`src/rtl/ifm_window_addr_gen_pkg.sv`:
```
// Shared definitions for the IFM/OFM/weight address generators.
// Contents:
//   gen_state_e - generator FSM encoding (IDLE / GEN)
//   ofm_size()  - output feature-map edge length for a given IFM, kernel and stride
//   cnt_width() - register width needed to hold 0..max_val (never below 1)
package ifm_addr_pkg;

  typedef enum logic [0:0] {
    ST_IDLE = 1'b0,
    ST_GEN  = 1'b1
  } gen_state_e;

  function automatic int ofm_size(input int ifm_size, input int kernel_size, input int stride);
    return (ifm_size - kernel_size) / stride + 1;
  endfunction

  function automatic int cnt_width(input int max_val);
    return (max_val < 1) ? 1 : $clog2(max_val + 1);
  endfunction

endpackage

```
`src/rtl/ifm_window_addr_gen_if.sv`:
```
// Address-stream bundle between the window address generator and its consumer.
// Signals:
//   start, clear, addr_ready              - control/flow inputs to the generator
//   ifm_addr, addr_valid, window_last,
//   frame_last, busy, done                - generator outputs
// Modports: master = generator side, slave = consumer/controller side.
interface ifm_window_addr_gen_if #(
  parameter int ADDR_WIDTH = 19
);

  logic                  start;
  logic                  clear;
  logic                  addr_ready;
  logic [ADDR_WIDTH-1:0] ifm_addr;
  logic                  addr_valid;
  logic                  window_last;
  logic                  frame_last;
  logic                  busy;
  logic                  done;

  modport master (
    input  start, clear, addr_ready,
    output ifm_addr, addr_valid, window_last, frame_last, busy, done
  );

  modport slave (
    output start, clear, addr_ready,
    input  ifm_addr, addr_valid, window_last, frame_last, busy, done
  );

endinterface

```
`src/rtl/ifm_window_addr_gen_wrap_counter.sv`:
```
// Modulo counter 0..MAX used for every loop index of the generator.
// Ports:
//   clk, rst_n - clock, asynchronous active-low reset
//   clear      - synchronous return to zero (wins over inc)
//   inc        - advance by one; MAX wraps to 0
//   at_max     - counter sits at MAX, so the next inc wraps
module wrap_counter
  import ifm_addr_pkg::*;
#(
  parameter int MAX   = 1,
  parameter int WIDTH = cnt_width(MAX)
) (
  input  logic clk,
  input  logic rst_n,
  input  logic clear,
  input  logic inc,
  output logic at_max
);

  localparam logic [WIDTH-1:0] MAX_V  = WIDTH'(MAX);
  localparam logic [WIDTH-1:0] ZERO_V = {WIDTH{1'b0}};
  localparam logic [WIDTH-1:0] ONE_V  = WIDTH'(1);

  logic [WIDTH-1:0] count_r;

  // Terminal-count flag
  always_comb begin
    at_max = (count_r == MAX_V);
  end

  // Count register: clear first, then wrap-or-increment
  always_ff @(posedge clk or negedge rst_n) begin
    if (!rst_n) begin
      count_r <= ZERO_V;
    end else if (clear) begin
      count_r <= ZERO_V;
    end else if (inc) begin
      count_r <= at_max ? ZERO_V : (count_r + ONE_V);
    end else begin
      count_r <= count_r;
    end
  end

endmodule

```
`src/rtl/ifm_window_addr_gen.sv`:
```
// IFM window address generator: on each start, streams the IFM word addresses
// of one KERNEL_SIZE x KERNEL_SIZE x IFM_CHANNEL window (c outer, r, k inner),
// then advances the window position (ox, then oy) with frame wrap-around.
// Addresses are built purely by adds/reloads of base registers.
// Ports:
//   clk, rst_n - clock, asynchronous active-low reset
//   bus        - master side of ifm_window_addr_gen_if (start/clear/addr_ready in,
//                ifm_addr/addr_valid/window_last/frame_last/busy/done out)
module ifm_window_addr_gen
  import ifm_addr_pkg::*;
#(
  parameter int KERNEL_SIZE = 3,
  parameter int STRIDE      = 1,
  parameter int IFM_SIZE    = 416,
  parameter int IFM_CHANNEL = 3,
  parameter int ADDR_WIDTH  = 19
) (
  input logic                  clk,
  input logic                  rst_n,
  ifm_window_addr_gen_if.master bus
);

  localparam int OFM_SIZE = ofm_size(IFM_SIZE, KERNEL_SIZE, STRIDE);

  localparam logic [ADDR_WIDTH-1:0] ZERO_A    = {ADDR_WIDTH{1'b0}};
  localparam logic [ADDR_WIDTH-1:0] ONE_STEP  = ADDR_WIDTH'(1);
  localparam logic [ADDR_WIDTH-1:0] ROW_STEP  = ADDR_WIDTH'(IFM_SIZE);
  localparam logic [ADDR_WIDTH-1:0] CH_STEP   = ADDR_WIDTH'(IFM_SIZE * IFM_SIZE);
  localparam logic [ADDR_WIDTH-1:0] COL_STEP  = ADDR_WIDTH'(STRIDE);
  localparam logic [ADDR_WIDTH-1:0] LINE_STEP = ADDR_WIDTH'(STRIDE * IFM_SIZE);

  gen_state_e state_r;
  gen_state_e state_nxt_s;

  // Base registers: line = window row start (oy), win = window origin (oy, ox),
  // chan = origin of current channel plane, row = start of current kernel row.
  logic [ADDR_WIDTH-1:0] addr_r;
  logic [ADDR_WIDTH-1:0] row_base_r;
  logic [ADDR_WIDTH-1:0] chan_base_r;
  logic [ADDR_WIDTH-1:0] win_base_r;
  logic [ADDR_WIDTH-1:0] line_base_r;
  logic                  done_r;

  logic k_max_s, r_max_s, c_max_s, ox_max_s, oy_max_s;
  logic gen_s, hs_s, last_s, start_acc_s;

  // Control decode; clear masks both the handshake and start
  always_comb begin
    gen_s       = (state_r == ST_GEN);
    hs_s        = gen_s && bus.addr_ready && !bus.clear;
    last_s      = k_max_s && r_max_s && c_max_s;
    start_acc_s = !gen_s && bus.start && !bus.clear;
  end

  wrap_counter #(.MAX(KERNEL_SIZE - 1)) u_k_cnt (
    .clk(clk), .rst_n(rst_n), .clear(bus.clear),
    .inc(hs_s), .at_max(k_max_s)
  );

  wrap_counter #(.MAX(KERNEL_SIZE - 1)) u_r_cnt (
    .clk(clk), .rst_n(rst_n), .clear(bus.clear),
    .inc(hs_s && k_max_s), .at_max(r_max_s)
  );

  wrap_counter #(.MAX(IFM_CHANNEL - 1)) u_c_cnt (
    .clk(clk), .rst_n(rst_n), .clear(bus.clear),
    .inc(hs_s && k_max_s && r_max_s), .at_max(c_max_s)
  );

  wrap_counter #(.MAX(OFM_SIZE - 1)) u_ox_cnt (
    .clk(clk), .rst_n(rst_n), .clear(bus.clear),
    .inc(hs_s && last_s), .at_max(ox_max_s)
  );

  wrap_counter #(.MAX(OFM_SIZE - 1)) u_oy_cnt (
    .clk(clk), .rst_n(rst_n), .clear(bus.clear),
    .inc(hs_s && last_s && ox_max_s), .at_max(oy_max_s)
  );

  // FSM state register
  always_ff @(posedge clk or negedge rst_n) begin
    if (!rst_n) begin
      state_r <= ST_IDLE;
    end else begin
      state_r <= state_nxt_s;
    end
  end

  // FSM next-state logic
  always_comb begin
    state_nxt_s = state_r;
    case (state_r)
      ST_IDLE: begin
        if (start_acc_s) begin
          state_nxt_s = ST_GEN;
        end else begin
          state_nxt_s = ST_IDLE;
        end
      end
      ST_GEN: begin
        if (bus.clear) begin
          state_nxt_s = ST_IDLE;
        end else if (hs_s && last_s) begin
          state_nxt_s = ST_IDLE;
        end else begin
          state_nxt_s = ST_GEN;
        end
      end
      default: begin
        state_nxt_s = ST_IDLE;
      end
    endcase
  end

  // FSM outputs; all are functions of registered state only
  always_comb begin
    bus.addr_valid  = gen_s;
    bus.busy        = gen_s;
    bus.ifm_addr    = addr_r;
    bus.window_last = gen_s && last_s;
    bus.frame_last  = gen_s && ox_max_s && oy_max_s;
    bus.done        = done_r;
  end

  // One-cycle completion pulse after the last handshake of a window
  always_ff @(posedge clk or negedge rst_n) begin
    if (!rst_n) begin
      done_r <= 1'b0;
    end else begin
      done_r <= hs_s && last_s;
    end
  end

  // Address datapath: the innermost loop whose index is not at max decides
  // which base register advances; the window-end step moves the origin.
  always_ff @(posedge clk or negedge rst_n) begin
    if (!rst_n) begin
      addr_r      <= ZERO_A;
      row_base_r  <= ZERO_A;
      chan_base_r <= ZERO_A;
      win_base_r  <= ZERO_A;
      line_base_r <= ZERO_A;
    end else if (bus.clear) begin
      addr_r      <= ZERO_A;
      row_base_r  <= ZERO_A;
      chan_base_r <= ZERO_A;
      win_base_r  <= ZERO_A;
      line_base_r <= ZERO_A;
    end else if (start_acc_s) begin
      addr_r      <= win_base_r;
      row_base_r  <= win_base_r;
      chan_base_r <= win_base_r;
    end else if (hs_s) begin
      if (!k_max_s) begin
        addr_r <= addr_r + ONE_STEP;
      end else if (!r_max_s) begin
        row_base_r <= row_base_r + ROW_STEP;
        addr_r     <= row_base_r + ROW_STEP;
      end else if (!c_max_s) begin
        chan_base_r <= chan_base_r + CH_STEP;
        row_base_r  <= chan_base_r + CH_STEP;
        addr_r      <= chan_base_r + CH_STEP;
      end else if (!ox_max_s) begin
        win_base_r <= win_base_r + COL_STEP;
      end else if (!oy_max_s) begin
        line_base_r <= line_base_r + LINE_STEP;
        win_base_r  <= line_base_r + LINE_STEP;
      end else begin
        line_base_r <= ZERO_A;
        win_base_r  <= ZERO_A;
      end
    end else begin
      addr_r <= addr_r;
    end
  end

endmodule

```
`src/flat_wrapper.sv`:
```
// flat-port wrapper written by rule: the top's interface ports become plain ports
module ifm_window_addr_gen_flat import ifm_addr_pkg::*;
#(
  parameter int KERNEL_SIZE = 3,
  parameter int STRIDE      = 1,
  parameter int IFM_SIZE    = 416,
  parameter int IFM_CHANNEL = 3,
  parameter int ADDR_WIDTH  = 19
)
  (clk, rst_n, bus_start, bus_clear, bus_addr_ready, bus_ifm_addr, bus_addr_valid, bus_window_last, bus_frame_last, bus_busy, bus_done);
  ifm_window_addr_gen_if #(.ADDR_WIDTH(ADDR_WIDTH)) bus_i ();
  input logic clk;
  input logic rst_n;
  input wire logic [$bits(bus_i.start)-1:0] bus_start;
  input wire logic [$bits(bus_i.clear)-1:0] bus_clear;
  input wire logic [$bits(bus_i.addr_ready)-1:0] bus_addr_ready;
  output wire logic [$bits(bus_i.ifm_addr)-1:0] bus_ifm_addr;
  output wire logic [$bits(bus_i.addr_valid)-1:0] bus_addr_valid;
  output wire logic [$bits(bus_i.window_last)-1:0] bus_window_last;
  output wire logic [$bits(bus_i.frame_last)-1:0] bus_frame_last;
  output wire logic [$bits(bus_i.busy)-1:0] bus_busy;
  output wire logic [$bits(bus_i.done)-1:0] bus_done;
  assign bus_i.start = bus_start;
  assign bus_i.clear = bus_clear;
  assign bus_i.addr_ready = bus_addr_ready;
  assign bus_ifm_addr = bus_i.ifm_addr;
  assign bus_addr_valid = bus_i.addr_valid;
  assign bus_window_last = bus_i.window_last;
  assign bus_frame_last = bus_i.frame_last;
  assign bus_busy = bus_i.busy;
  assign bus_done = bus_i.done;
  ifm_window_addr_gen #(.KERNEL_SIZE(KERNEL_SIZE), .STRIDE(STRIDE), .IFM_SIZE(IFM_SIZE), .IFM_CHANNEL(IFM_CHANNEL), .ADDR_WIDTH(ADDR_WIDTH)) u_core (.clk(clk), .rst_n(rst_n), .bus(bus_i));
endmodule
```
`config.mk`:
```
export PLATFORM = sky130hd
export DESIGN_NAME = ifm_window_addr_gen_flat
export DESIGN_NICKNAME = d
export VERILOG_FILES = /design/src/rtl/ifm_window_addr_gen_pkg.sv /design/src/rtl/ifm_window_addr_gen_if.sv /design/src/rtl/ifm_window_addr_gen_wrap_counter.sv /design/src/rtl/ifm_window_addr_gen.sv /design/src/flat_wrapper.sv
export SDC_FILE = /design/constraint.sdc
export NUM_CORES = 1
export LEC_CHECK = 0
export BUFFER_PORTS_ARGS = -buffer_cell sky130_fd_sc_hd__buf_2
export CAP_MARGIN = 25
export CORE_UTILIZATION = 49
export DETAILED_ROUTE_END_ITERATION = 7
export PLACE_DENSITY = 0.66
export REMOVE_ABC_BUFFERS = 1
export SYNTH_ARGS = -nofsm -noshare
export SYNTH_HDL_FRONTEND = slang
export SYNTH_SLANG_ARGS = --single-unit
export TNS_END_PERCENT = 1
```
`constraint.sdc`:
```
create_clock -name clk -period 2.3 [get_ports clk]
set_input_delay 0.345 -clock clk [delete_from_list [all_inputs] [get_ports clk]]
set_output_delay 0.345 -clock clk [all_outputs]
set_load 0.005 [all_outputs]
```
---- Yosys cells after proc, flatten, opt, wreduce, memory -nomap -nowiden ----
Cells that the tools add are included.
storage, ports and cells
  flip-flop bits (word level) ............. 121
  input port bits ......................... 5
cells by class
  add/sub/neg operators ................... 10
  equal/unequal tests ..................... 9
  mux-type cells .......................... 49
  bitwise gates (word level) .............. 1
  reductions and logical operators ........ 32
operator list
  operator                count
  $mux 19                 30
  $mux 9                  6
  $add 19x1->19 const B   2
  $add 19x9->19 const B   2
  $add 19x18->19 const B  1
  $add 9x1->9 const B     2
  $eq 9x9->1 const B      2
  $mux 2                  9
  $reduce_bool 2->1       9
  $logic_and 1x1->1       13
  $reduce_bool 3->1       3
  $add 2x1->2 const B     3
  $eq 2x2->1 const B      3
  $reduce_and 6->1        1
  $ne 5x5->1 const B      1
  $reduce_and 5->1        1
  $ne 4x4->1 const B      1
  $reduce_and 4->1        1
  $mux 1                  3
  $ne 3x3->1 const B      1
  $reduce_and 3->1        1
  $logic_not 1->1         2
  $ne 2x2->1 const B      1
  $pmux 1 s2              1
  other kinds (2)         2

---- Logic depth before layout (Yosys ltp) ----
Gate-level depths: netlist of run 1.
  depth after elaboration ................. 9
  depth in mapped cells ................... 10
  gate-level depth less buffers ........... 8

---- By module ----
From an unflattened synthesis of run 1, not the netlist that was laid out.
second synthesis, totals
  cell total of the unflattened synthesis .. 858
  area, all modules ....................... 7509.7 um^2
by module, submodules not included
  module                               times used  cells each  area an instance (um^2)  seq. area each (um^2)
  ifm_window_addr_gen                  1           711         6108.4                   2427.3
  wrap_counter at u_core.u_ox_cnt ...  2           60          558.0                    225.2
  wrap_counter at u_core.u_c_cnt ...   3           9           95.1                     50.0

---- Worst setup path before layout of run 1 ----
No wires, ideal clock.
  kind .................................... reg2reg
  from .................................... register u_core.line_base_r[5]
  to ...................................... register u_core.win_base_r[17]
  arrival ................................. 1.867 ns
  required time ........................... 2.179 ns
  slack ................................... 0.312 ns
  cell stages (with the launch flop) ...... 8
  path buffers ............................ 0
  clock period less this slack ............ 1.988 ns
  cells stage by stage .................... dfrtp_1 ha_1 nor3_1 nand4bb_1 xor2_1 o31ai_2 a21o_1 a22o_1
between the ends
  cells in the longest elaborated chain, start to end .. 9
ends and longest elaborated chain
  item                      RTL line                    text
  start: declaration        ifm_window_addr_gen.sv:41   logic [ADDR_WIDTH-1:0] line_base_r;
  start signal: assignment  ifm_window_addr_gen.sv:166  line_base_r <= line_base_r + LINE_STEP;
  $add 19x9->19             ifm_window_addr_gen.sv:167  win_base_r <= line_base_r + LINE_STEP;
  $mux 19                   ifm_window_addr_gen.sv:165  end else if (!oy_max_s) begin
  $mux 19                   ifm_window_addr_gen.sv:163  end else if (!ox_max_s) begin
  $mux 19                   ifm_window_addr_gen.sv:159  end else if (!c_max_s) begin
  $mux 19                   ifm_window_addr_gen.sv:156  end else if (!r_max_s) begin
  $mux 19                   ifm_window_addr_gen.sv:154  if (!k_max_s) begin
  $mux 19                   ifm_window_addr_gen.sv:153  end else if (hs_s) begin
  $mux 19                   ifm_window_addr_gen.sv:149  end else if (start_acc_s) begin
  $mux 19                   ifm_window_addr_gen.sv:143  end else if (bus.clear) begin
  end signal: assignment    ifm_window_addr_gen.sv:164  win_base_r <= win_base_r + COL_STEP;
  end signal: assignment    ifm_window_addr_gen.sv:167
  end: declaration          ifm_window_addr_gen.sv:40   logic [ADDR_WIDTH-1:0] win_base_r;
Every way passes these cells. The select of a mux whose other input is x is not followed.
A chain may end at the register's enable or synchronous reset.

---- Worst setup path after layout of run 1 ----
  from .................................... register u_core.u_r_cnt.count_r[0]
  to ...................................... output port bus_window_last
between the ends
  cells in the longest elaborated chain, start to end .. 4
ends and longest elaborated chain
  item                             RTL line                                text
  start: declaration               ifm_window_addr_gen_wrap_counter.sv:24  logic [WIDTH-1:0] count_r;
  start signal: assignment         ifm_window_addr_gen_wrap_counter.sv:38  count_r <= at_max ? ZERO_V : (count_r + ONE_V);
  start signal: assignment         ifm_window_addr_gen_wrap_counter.sv:40  count_r <= count_r;
  $eq 2x2->1                       ifm_window_addr_gen_wrap_counter.sv:28  at_max = (count_r == MAX_V);
  $logic_and 1x1->1 (2 in series)  ifm_window_addr_gen.sv:51               last_s = k_max_s && r_max_s && c_max_s;
  $logic_and 1x1->1                ifm_window_addr_gen.sv:120              bus.window_last = gen_s && last_s;
  end: declaration                 flat_wrapper.sv:19                      output wire logic [$bits(bus_i.window_last)-1:0] bus_window_last;
Every way passes these cells.

==> out/results.ini, run 1 <==
[logic_synthesis]
synth_warnings=0
synth_seq_cells=121
syn_area_um2=7200
avgSynthCellArea_um2=8.66
async_flop_share_pct=100
synthCells=831
synth_edf_count=0
synth_flop_cell=dfrtp_1
seq_area_frac_synth_pct=42.1
ys_types=73

[sta]
timing.final.crit_share_pct=99.3
setup_viol=0
final_hold_viol_count=0
finalMaxSlewViolations=0
fin_crit_ns=2.28
slew_headroom_pct=54.2
tns_ns=0
fmax_ghz=0.438
worst_pin_slew_ns=0.686
finalClockSkew_ns=0.00766
grt_setup_unrepaired=yes

[pwr]
p_leak_nw=3.70
powerDensity_nw_per_um2=681
p_total_mw=5.67
vdd_drop_max_mv=0.605

[drt]
vias=6571
drtIter0Drc=595
antenna_left=0
wl_um=20200
drc=0
viasPerCell=6.15
dr.pass1.iters=5
detail_route.wl_per_cell_um=18.9

[placement]
gp_congestion=0.960
dp.final_hpwl_um=14400
portBuffers=28
dpl_cell_area_um2=7750
dp_cells=1037

[worst_setup_path]
required_ns=1.96
crit_path_end_kind=output port
crit_buf_inv=1
critical_path.cell_chain=nand2b_1 > nor4_1 > buf_2
cp_max_fo=8
start_kind=register
cp_slowest_cell=nor4_1
path_delay_family=simple AND/OR/NAND/NOR gates
critical-path-max-stage-delay_ns=0.57
crit_arrival_ns=1.94
worst-setup-path-type=reg2out

[cts]
cts_tree=done
path_clk_slew_ns=0.05
htree_levels=4
clock-sinks=121
insertion_delay_ns=0.42
cts_buffers=17
clk_path_buf_depth=2
ctsRootBufferMaster=clkbuf_16

[layout]
regArea_um2=3030
fin_area_um2=8330
final_nets=891
fillers=1231
multi_input_area_um2=3930
area_growth_pct=15.7
final_common_cell=nand2_1
final_layout_size_suffix_gt1_share_pct=14.8
mostFrequentLayoutCells=124 x nand2_1, 121 x dfrtp_1, 85 x o21ai_0
final_cells=1068
diodes=0

[floorplanning]
coreArea_um2=14100
rows=43
start_util_pct=51.0
fp.dieW_um=123
io_pins=29
die_area_um2=15200
dieHeight_um=123

[global_routing]
grt-ovfl-total=0
grt_pass1_wl_um=33200
grtUsageTotal_pct=28.8
grt_max_degree=48
antenna_found_initial=0
grt_pass1_vias=6449

[worst_hold_path]
worstHoldPathType=in2reg

[flow_run]
max_cap_viol_count=0

[outcome]
outcome=finished clean

path summary, 6_finish.rpt:
kind                            slack [ns]                                  start                               endpoint  cells after the start
worst max-delay path                  0.02  u_core.u_r_cnt.count_r[0]$_DFFE_PN0P_                        bus_window_last                      3
worst min-delay path                  0.38                              bus_clear  u_core.u_r_cnt.count_r[1]$_DFFE_PN0P_                      3
worst max register to register        0.12  u_core.u_c_cnt.count_r[0]$_DFFE_PN0P_       u_core.win_base_r[4]$_DFFE_PN0P_                      7
worst min register to register        0.48       u_core.row_base_r[3]$_DFFE_PN0P_       u_core.row_base_r[3]$_DFFE_PN0P_                      2
max in group asynchronous             1.22                                  rst_n     u_core.line_base_r[17]$_DFFE_PN0P_                      3
min in group asynchronous             0.44                                  rst_n     u_core.bus.ifm_addr[5]$_DFFE_PN0P_                      2
through the flow:
stage          hold WS (ns)  setup slack [ns]  utilization, %
2_1_floorplan        0.0494            -0.501               -
3_3_place_gp          0.340            0.0421            55.0
3_5_place_dp          0.348            0.0495            55.0
4_1_cts               0.374            0.0461            58.9
5_1_grt               0.397           -0.0259            59.1
6_report              0.378            0.0172            59.1
kinds of logic (layout without fill, tap and decap cells):
family / Yosys count / after routing / share of synthesized area, %
and+or+nand+nor: 326 / 326 / 22.8
AOI/OAI and AO/OA: 265 / 265 / 23.3
DFF: 121 / 121 / 42.1
buffers and inverters: 57 / 114 / 3.67
xor gates and xnor gates: 47 / 47 / 5.72
adders and majority gates: 9 / 9 / 1.56
muxes: 6 / 6 / 0.852
worst min-delay path: stages:
cell and delay, ns:
buf_2 0.14, buf_12 0.21, a21oi_1 0.06
metal layers:
| layer | global-route usage [%] | vias to the layer above | part of all wire (%) |
|---|---|---|---|
| li1 | - | 3118 | - |
| met1 | 38.4 | 3200 | 46 |
| met2 | 45.1 | 220 | 46 |
| met3 | 6.87 | 33 | 5.6 |
| met4 | 11.3 | 0 | 2.4 |
| met5 | 0 | - | 0 |
sequential cells by signal (all words and copies together), names as in the netlist, 9 cells and up:
name and flops:
u_core.u_oy_cnt.count_r 9, u_core.bus.ifm_addr 19, u_core.u_ox_cnt.count_r 9, u_core.line_base_r 19, u_core.chan_base_r 19, u_core.win_base_r 19, u_core.row_base_r 19
repair_timing:
item | CTS | global route
hold buffers | 1 | 0
gates resized for setup | 0 | 6
setup buffers | 0 | 0
endpoints found under the hold margin | 33 | 0
endpoints found under the setup margin | 0 | 48
synth_stat cells (6+ instances only):
master	number	share of area (%)
a21boi_0	7	0.73
a211oi_1	6	0.63
a21o_1	14	1.5
and3_1	17	1.5
nand3_1	31	2.2
a31oi_1	16	1.4
ha_1	9	1.6
nand2b_1	12	1.0
o31ai_1	14	1.5
nor2_1	50	2.6
a22oi_1	7	0.73
clkbuf_1	21	1.1
o21ai_0	85	5.9
and2_1	9	0.78
nand2_1	124	6.5
xnor2_1	22	2.7
dfrtp_1	121	42
inv_1	8	0.42
buf_2	18	1.3
xor2_1	25	3.0
and4_1	9	1.1
nor3_1	20	1.4
o211ai_1	6	0.63
o21ai_1	7	0.49
a22o_1	14	1.7
nand4_1	14	1.2
a21oi_1	51	3.5
report_power, final:
| group | internal (mW) | switching, mW |
|---|---|---|
| Clock | 1.57 | 0.950 |
| Sequential | 2.24 | 0.154 |
| Combinational | 0.307 | 0.456 |
| Total | 4.11 | 1.56 |
final cells by class:
type,count,area share (%)
repair buffers,75,6.73
flip-flops and latches,121,36.4
multi-input cells,653,47.2
inverters,9,0.466
clock inverters,10,1.26
well taps,180,2.70
clock buffers,20,5.24
(Power assumes the default switching activity.)
==> run 2: changes to the inputs <==
clock period = 2.79 ns   (was 2.3 ns; I/O delays follow)
==> out/results.ini, run 2 (same netlist as run 1, synthesis figures left out) <==
[drt]
dr.pass1.iters=6  ; +1
highest_layer=met4
vias=6582  ; +0.17%
detail_route.wl_per_cell_um=19.0  ; +0.41%
antenna_left=0  ; unchanged
wl_met3_um=1260  ; +13%
drtIter0Drc=711  ; +19%
drc=0  ; unchanged
m1WireLength_um=8690  ; -5.4%
viasPerCell=6.27  ; +1.9%
wl_met2_um=9400  ; +0.40%
wl_um=19900  ; -1.3%

[worst_setup_path]
start_kind=register
cp_slowest_cell=a21oi_2
critical_path.cell_chain=ha_1 > and4_1 > a21oi_2 > nor2_4 > a222oi_1 > inv_1
worst-setup-path-type=reg2reg
required_ns=3.08  ; +1.12 ns
crit_arrival_ns=2.73  ; +0.79 ns
cp_max_fo=17  ; +9
critical-path-max-stage-delay_ns=0.69  ; +0.12 ns
crit_path_end_kind=register

[cts]
clock-sinks=121  ; unchanged
htree_levels=4  ; unchanged
cts_hold_buffers=1  ; unchanged
cts_tree=done
post_cts_resized=0  ; unchanged
path_clk_slew_ns=0.06  ; about the same
clk_path_buf_depth=2  ; unchanged
cts_buffers=17  ; unchanged
ctsRootBufferMaster=clkbuf_16
insertion_delay_ns=0.42  ; about the same
post_cts_buffers=0  ; unchanged

[sta]
fin_crit_ns=2.43
finalMaxSlewViolations=0  ; unchanged
grt_setup_unrepaired=no
finalClockSkew_ns=0.00698  ; -0.000689 ns
hold_ws_ns=0.379  ; +0.000973 ns
worst_pin_slew_ns=0.854  ; +0.168 ns
fmax_ghz=0.411
slew_headroom_pct=43.0  ; -11 points
tns_ns=0  ; unchanged
timing.final.crit_share_pct=87.2
final_hold_viol_count=0  ; unchanged
setup_viol=0  ; unchanged

[layout]
final_nets=873  ; -2.0%
final_layout_size_suffix_gt1_share_pct=12.2  ; -2.6 points
area_growth_pct=12.5
final_common_cell=nand2_1
mostFrequentLayoutCells=124 x nand2_1, 121 x dfrtp_1, 85 x o21ai_0
diodes=0  ; unchanged
multi_input_area_um2=3910  ; -0.67%
fillers=1250  ; +1.5%
regArea_um2=3030  ; unchanged
fin_area_um2=8090  ; -2.8%

[floorplanning]
start_util_pct=51.0  ; unchanged
io_pins=29  ; unchanged
coreArea_um2=14100  ; unchanged
rows=43  ; unchanged
dieHeight_um=123  ; unchanged
fp.dieW_um=123  ; unchanged
die_area_um2=15200  ; unchanged

[global_routing]
antenna_found_initial=0  ; unchanged
grt_max_degree=76  ; +58%
grt_pass1_vias=6188  ; -4.0%
grt-ovfl-total=0  ; unchanged
grt_pass1_wl_um=32300  ; -2.7%
grtUsageTotal_pct=27.9  ; -0.90 points

[pwr]
powerDensity_nw_per_um2=561  ; -18%
p_leak_nw=3.56  ; -3.7%
vdd_drop_max_mv=0.422  ; -30%
p_total_mw=4.54  ; -20%

[placement]
gp_congestion=0.941  ; -2.0%
portBuffers=28  ; unchanged
dp.final_hpwl_um=13800  ; -4.1%
dpl_cell_area_um2=7550  ; -2.6%

[flow_run]
max_cap_viol_count=0  ; unchanged

[worst_hold_path]
worstHoldPathType=in2reg

[outcome]
outcome=finished clean

-- run 2: cell types whose count changed in the layout (fill, tap and decap cells not counted), moves of 2 or more --
cell | before | now
buf_4 | 42 | 28
clkinv_2 | 6 | 3
bufinv_16 | 2 | 0
buf_12 | 5 | 1
clkbuf_8 | 0 | 4
clkinvlp_4 | 2 | 0
clkbuf_1 | 3 | 6
-- run 2: metal layers --
metal	vias to the layer above	GRT usage, %
met5	-	0
met1	3191	37.3
met2	272	44.6
met3	40	4.98
met4	0	11.7
li1	3079	-
-- run 2: power by group --
part           leakage, nW  total [mW]  switching (mW)  internal, mW
Sequential            1.66        1.97           0.127          1.84
Combinational         1.65       0.602           0.371         0.231
Clock                0.257        1.97           0.755          1.21
Total                 3.56        4.54            1.25          3.29
-- run 2: metrics by stage --
stage          setup slack [ns]  std cells  utilization, %
2_1_floorplan           -0.0109        783               -
3_3_place_gp              0.439       1017            53.6
3_5_place_dp              0.313       1017            53.6
4_1_cts                   0.361       1048            57.3
5_1_grt                   0.141       1050            57.4
6_report                  0.356       1050            57.4
-- run 2: worst max-delay path: cells and delay by family, from the launching register on --
| kind | cells | cell delay [ns] |
|---|---|---|
| compound gates | 2 | 1.04 |
| fa+ha+maj | 1 | 0.25 |
| buf+inv | 1 | 0.07 |
| flops | 1 | 0.46 |
| simple gates | 2 | 0.49 |
-- run 2: final timing paths --
kind,startpoint,end,slack (ns),depth (start not counted)
setup / recovery,u_core.u_ox_cnt.count_r[0]$_DFFE_PN0N_,u_core.win_base_r[1]$_DFFE_PN0P_,0.36,6
hold reg to reg,u_core.row_base_r[0]$_DFFE_PN0P_,u_core.row_base_r[0]$_DFFE_PN0P_,0.48,2
setup reg to reg,u_core.u_ox_cnt.count_r[0]$_DFFE_PN0N_,u_core.win_base_r[1]$_DFFE_PN0P_,0.36,6
max in group asynchronous,rst_n,u_core.u_oy_cnt.count_r[3]$_DFFE_PN0P_,1.58,3
hold / removal,bus_clear,u_core.chan_base_r[7]$_DFFE_PN0P_,0.38,2
min in group asynchronous,rst_n,u_core.row_base_r[7]$_DFFE_PN0P_,0.47,2
-- run 2: area by class of cell --
cell class	count	area share (%)
Multi-Input combinational cell	653	48.3
Clock buffer	27	6.22
Clock inverter	3	0.186
Tap cell	180	2.78
Sequential cell	121	37.4
Timing Repair Buffer	57	4.64
Inverter	9	0.479
==> run 3: changes to the inputs <==
CORE_ASPECT_RATIO = 0.5   (was unset)
SKIP_LAST_GASP = 1   (was unset)
==> out/results.ini, run 3 (same netlist as run 1, synthesis figures left out) <==
[outcome]
outcome=complete, but fails checks
violations=negative hold slack

[cts]
cts_hold_buffers=0  ; -1
path_clk_slew_ns=0.06  ; about the same
clock-sinks=121  ; unchanged
post_cts_resized=0  ; unchanged
cts_tree=done
post_cts_buffers=0  ; unchanged
htree_levels=4  ; unchanged
insertion_delay_ns=0.43  ; about the same
cts_buffers=17  ; unchanged
clk_path_buf_depth=2  ; unchanged
ctsRootBufferMaster=clkbuf_16

[global_routing]
grt-ovfl-total=0  ; unchanged
grtUsageTotal_pct=27.1  ; -0.84 points
grt_pass1_wl_um=32000  ; -0.85%
grt_pass1_vias=6034  ; -2.5%
grt_max_degree=46  ; -39%
antenna_found_initial=0  ; unchanged

[drt]
drc=0  ; unchanged
antenna_left=0  ; unchanged
dr.pass1.iters=5  ; -1
vias=6547  ; -0.53%
m1WireLength_um=9690  ; +12%
wl_um=19800  ; -0.52%
wl_met3_um=1230  ; -2.9%
highest_layer=met4
drtIter0Drc=609  ; -14%
viasPerCell=6.18  ; -1.4%
detail_route.wl_per_cell_um=18.7  ; -1.4%
wl_met2_um=8600  ; -8.5%

[worst_setup_path]
required_ns=3.09  ; about the same
r2r-end=u_core.win_base_r[1]$_DFFE_PN0P_
start_kind=register
cpMostUsedCell=inv_1
r2r_cells=8  ; +2
cp_slowest_cell=nor3b_2
cp_max_fo=17  ; unchanged
ff2ff_setup_slack_ns=0.29  ; -0.06 ns
critical_path.cell_chain=inv_1 > ha_1 > nand4b_1 > nor3b_2 > or2_2 > nor2_4 > a222oi_1 > inv_1
r2r-start=u_core.u_oy_cnt.count_r[1]$_DFFE_PN0P_
crit_buf_inv=2  ; +1
crit_path_end_kind=register
worst-setup-path-type=reg2reg
path_delay_family=simple AND/OR/NAND/NOR gates
crit_arrival_ns=2.80  ; +0.07 ns
critical-path-max-stage-delay_ns=0.55  ; -0.14 ns

[placement]
gp_congestion=0.898  ; -4.6%
post-place-ws_ns=0.314  ; +0.00152 ns
portBuffers=28  ; unchanged
dp.final_hpwl_um=13600  ; -1.3%
dpl_cell_area_um2=7560  ; +0.13%

[pwr]
p_leak_nw=3.57  ; about the same
powerDensity_nw_per_um2=593  ; +5.7%
p_seq_share_pct=40.8  ; -2.6 points
pwr-share-comb_pct=12.3  ; -1.0 points
p_sw_mw=1.34  ; +7.2%
clock_power_share_pct=46.9  ; +3.6 points
p_sw_share_pct=27.8  ; +0.20 points
vdd_drop_max_mv=0.429  ; +1.5%
p_int_mw=3.49  ; +6.2%

[sta]
final_hold_viol_count=18  ; +18
finalClockSkew_ns=0.0105  ; +0.00354 ns
slew_headroom_pct=28.3  ; -15 points
hold_ws_ns=-0.0174  ; -0.396 ns
grt_setup_unrepaired=no
worst_pin_slew_ns=1.07  ; +0.217 ns
timing.final.crit_share_pct=89.6  ; +2.3 points
finalMaxSlewViolations=0  ; unchanged
setup_slack_ns=0.291  ; -0.0649 ns
fin_crit_ns=2.50  ; +0.0649 ns
fmax_ghz=0.400  ; -2.6%
setup_viol=0  ; unchanged

[floorplanning]
coreArea_um2=13900  ; -1.2%
rows=30  ; -30%
fp.dieW_um=173  ; +41%
die_area_um2=15200  ; +0.20%
start_util_pct=51.7  ; +0.62 points
dieHeight_um=87.7  ; -29%
io_pins=29  ; unchanged

[layout]
diodes=0  ; unchanged
mostFrequentLayoutCells=124 x nand2_1, 121 x dfrtp_1, 85 x o21ai_0
area_growth_pct=13.3
fillers=1231  ; -1.5%
final_layout_size_suffix_gt1_share_pct=12.6  ; +0.39 points
regArea_um2=3030  ; unchanged
multi_input_area_um2=3910  ; about the same
final_common_cell=nand2_1
fin_area_um2=8150  ; +0.76%
final_nets=869  ; -0.46%

[worst_hold_path]
worstHoldPathType=in2async

[flow_run]
max_cap_viol_count=0  ; unchanged

## run 3: through the flow
step | util [%] | std cells | setup TNS (ns) | power, mW
final | 58.5 | 1059 | 0 | 4.84
after global routing | 58.5 | 1059 | 0 | 4.99
after CTS | 58.5 | 1059 | 0 | 4.84
after detailed placement | 54.3 | 1028 | 0 | 2.58
after global placement | 54.3 | 1028 | 0 | 2.57
after floorplan | - | 783 | -0.0109 | 2.32
## run 3: worst max-delay path by stage
stage | startpoint | end | slack, ns | depth (start not counted)
floorplan | u_core.u_r_cnt.count_r[0]$_DFFE_PN0P_ | u_core.bus.ifm_addr[12]$_DFFE_PN0P_ | -0.01 | 6
global placement | u_core.u_oy_cnt.count_r[1]$_DFFE_PN0P_ | u_core.win_base_r[1]$_DFFE_PN0P_ | 0.40 | 8
detailed placement | u_core.u_oy_cnt.count_r[1]$_DFFE_PN0P_ | u_core.win_base_r[1]$_DFFE_PN0P_ | 0.31 | 8
CTS | u_core.u_oy_cnt.count_r[1]$_DFFE_PN0P_ | u_core.win_base_r[1]$_DFFE_PN0P_ | 0.29 | 8
global route | u_core.u_oy_cnt.count_r[1]$_DFFE_PN0P_ | u_core.win_base_r[1]$_DFFE_PN0P_ | 0.07 | 8
finish | u_core.u_oy_cnt.count_r[1]$_DFFE_PN0P_ | u_core.win_base_r[1]$_DFFE_PN0P_ | 0.29 | 8
## run 3: final cells by class
type / instances / share of cell area, %
clock inverters: 11 / 1.81
multi-input cells: 653 / 47.9
inverters: 9 / 0.476
well taps: 192 / 2.95
flip-flops and latches: 121 / 37.1
clock buffers: 20 / 5.48
repair buffers: 53 / 4.21
## run 3: metal layers
| layer | GRT usage (%) | up-vias |
|---|---|---|
| li1 | - | 3084 |
| met1 | 38.6 | 3196 |
| met2 | 41.7 | 240 |
| met3 | 5.38 | 27 |
| met4 | 8.29 | 0 |
| met5 | 0 | - |
## run 3: power by group through the flow
stage / combinational, mW / sequential (mW) / clock, mW
finish: 0.596 / 1.97 / 2.27
global route: 0.653 / 1.99 / 2.36
CTS: 0.591 / 1.97 / 2.28
detailed placement: 0.586 / 2.00 / 0
global placement: 0.578 / 1.99 / 0
floorplan: 0.356 / 1.97 / 0
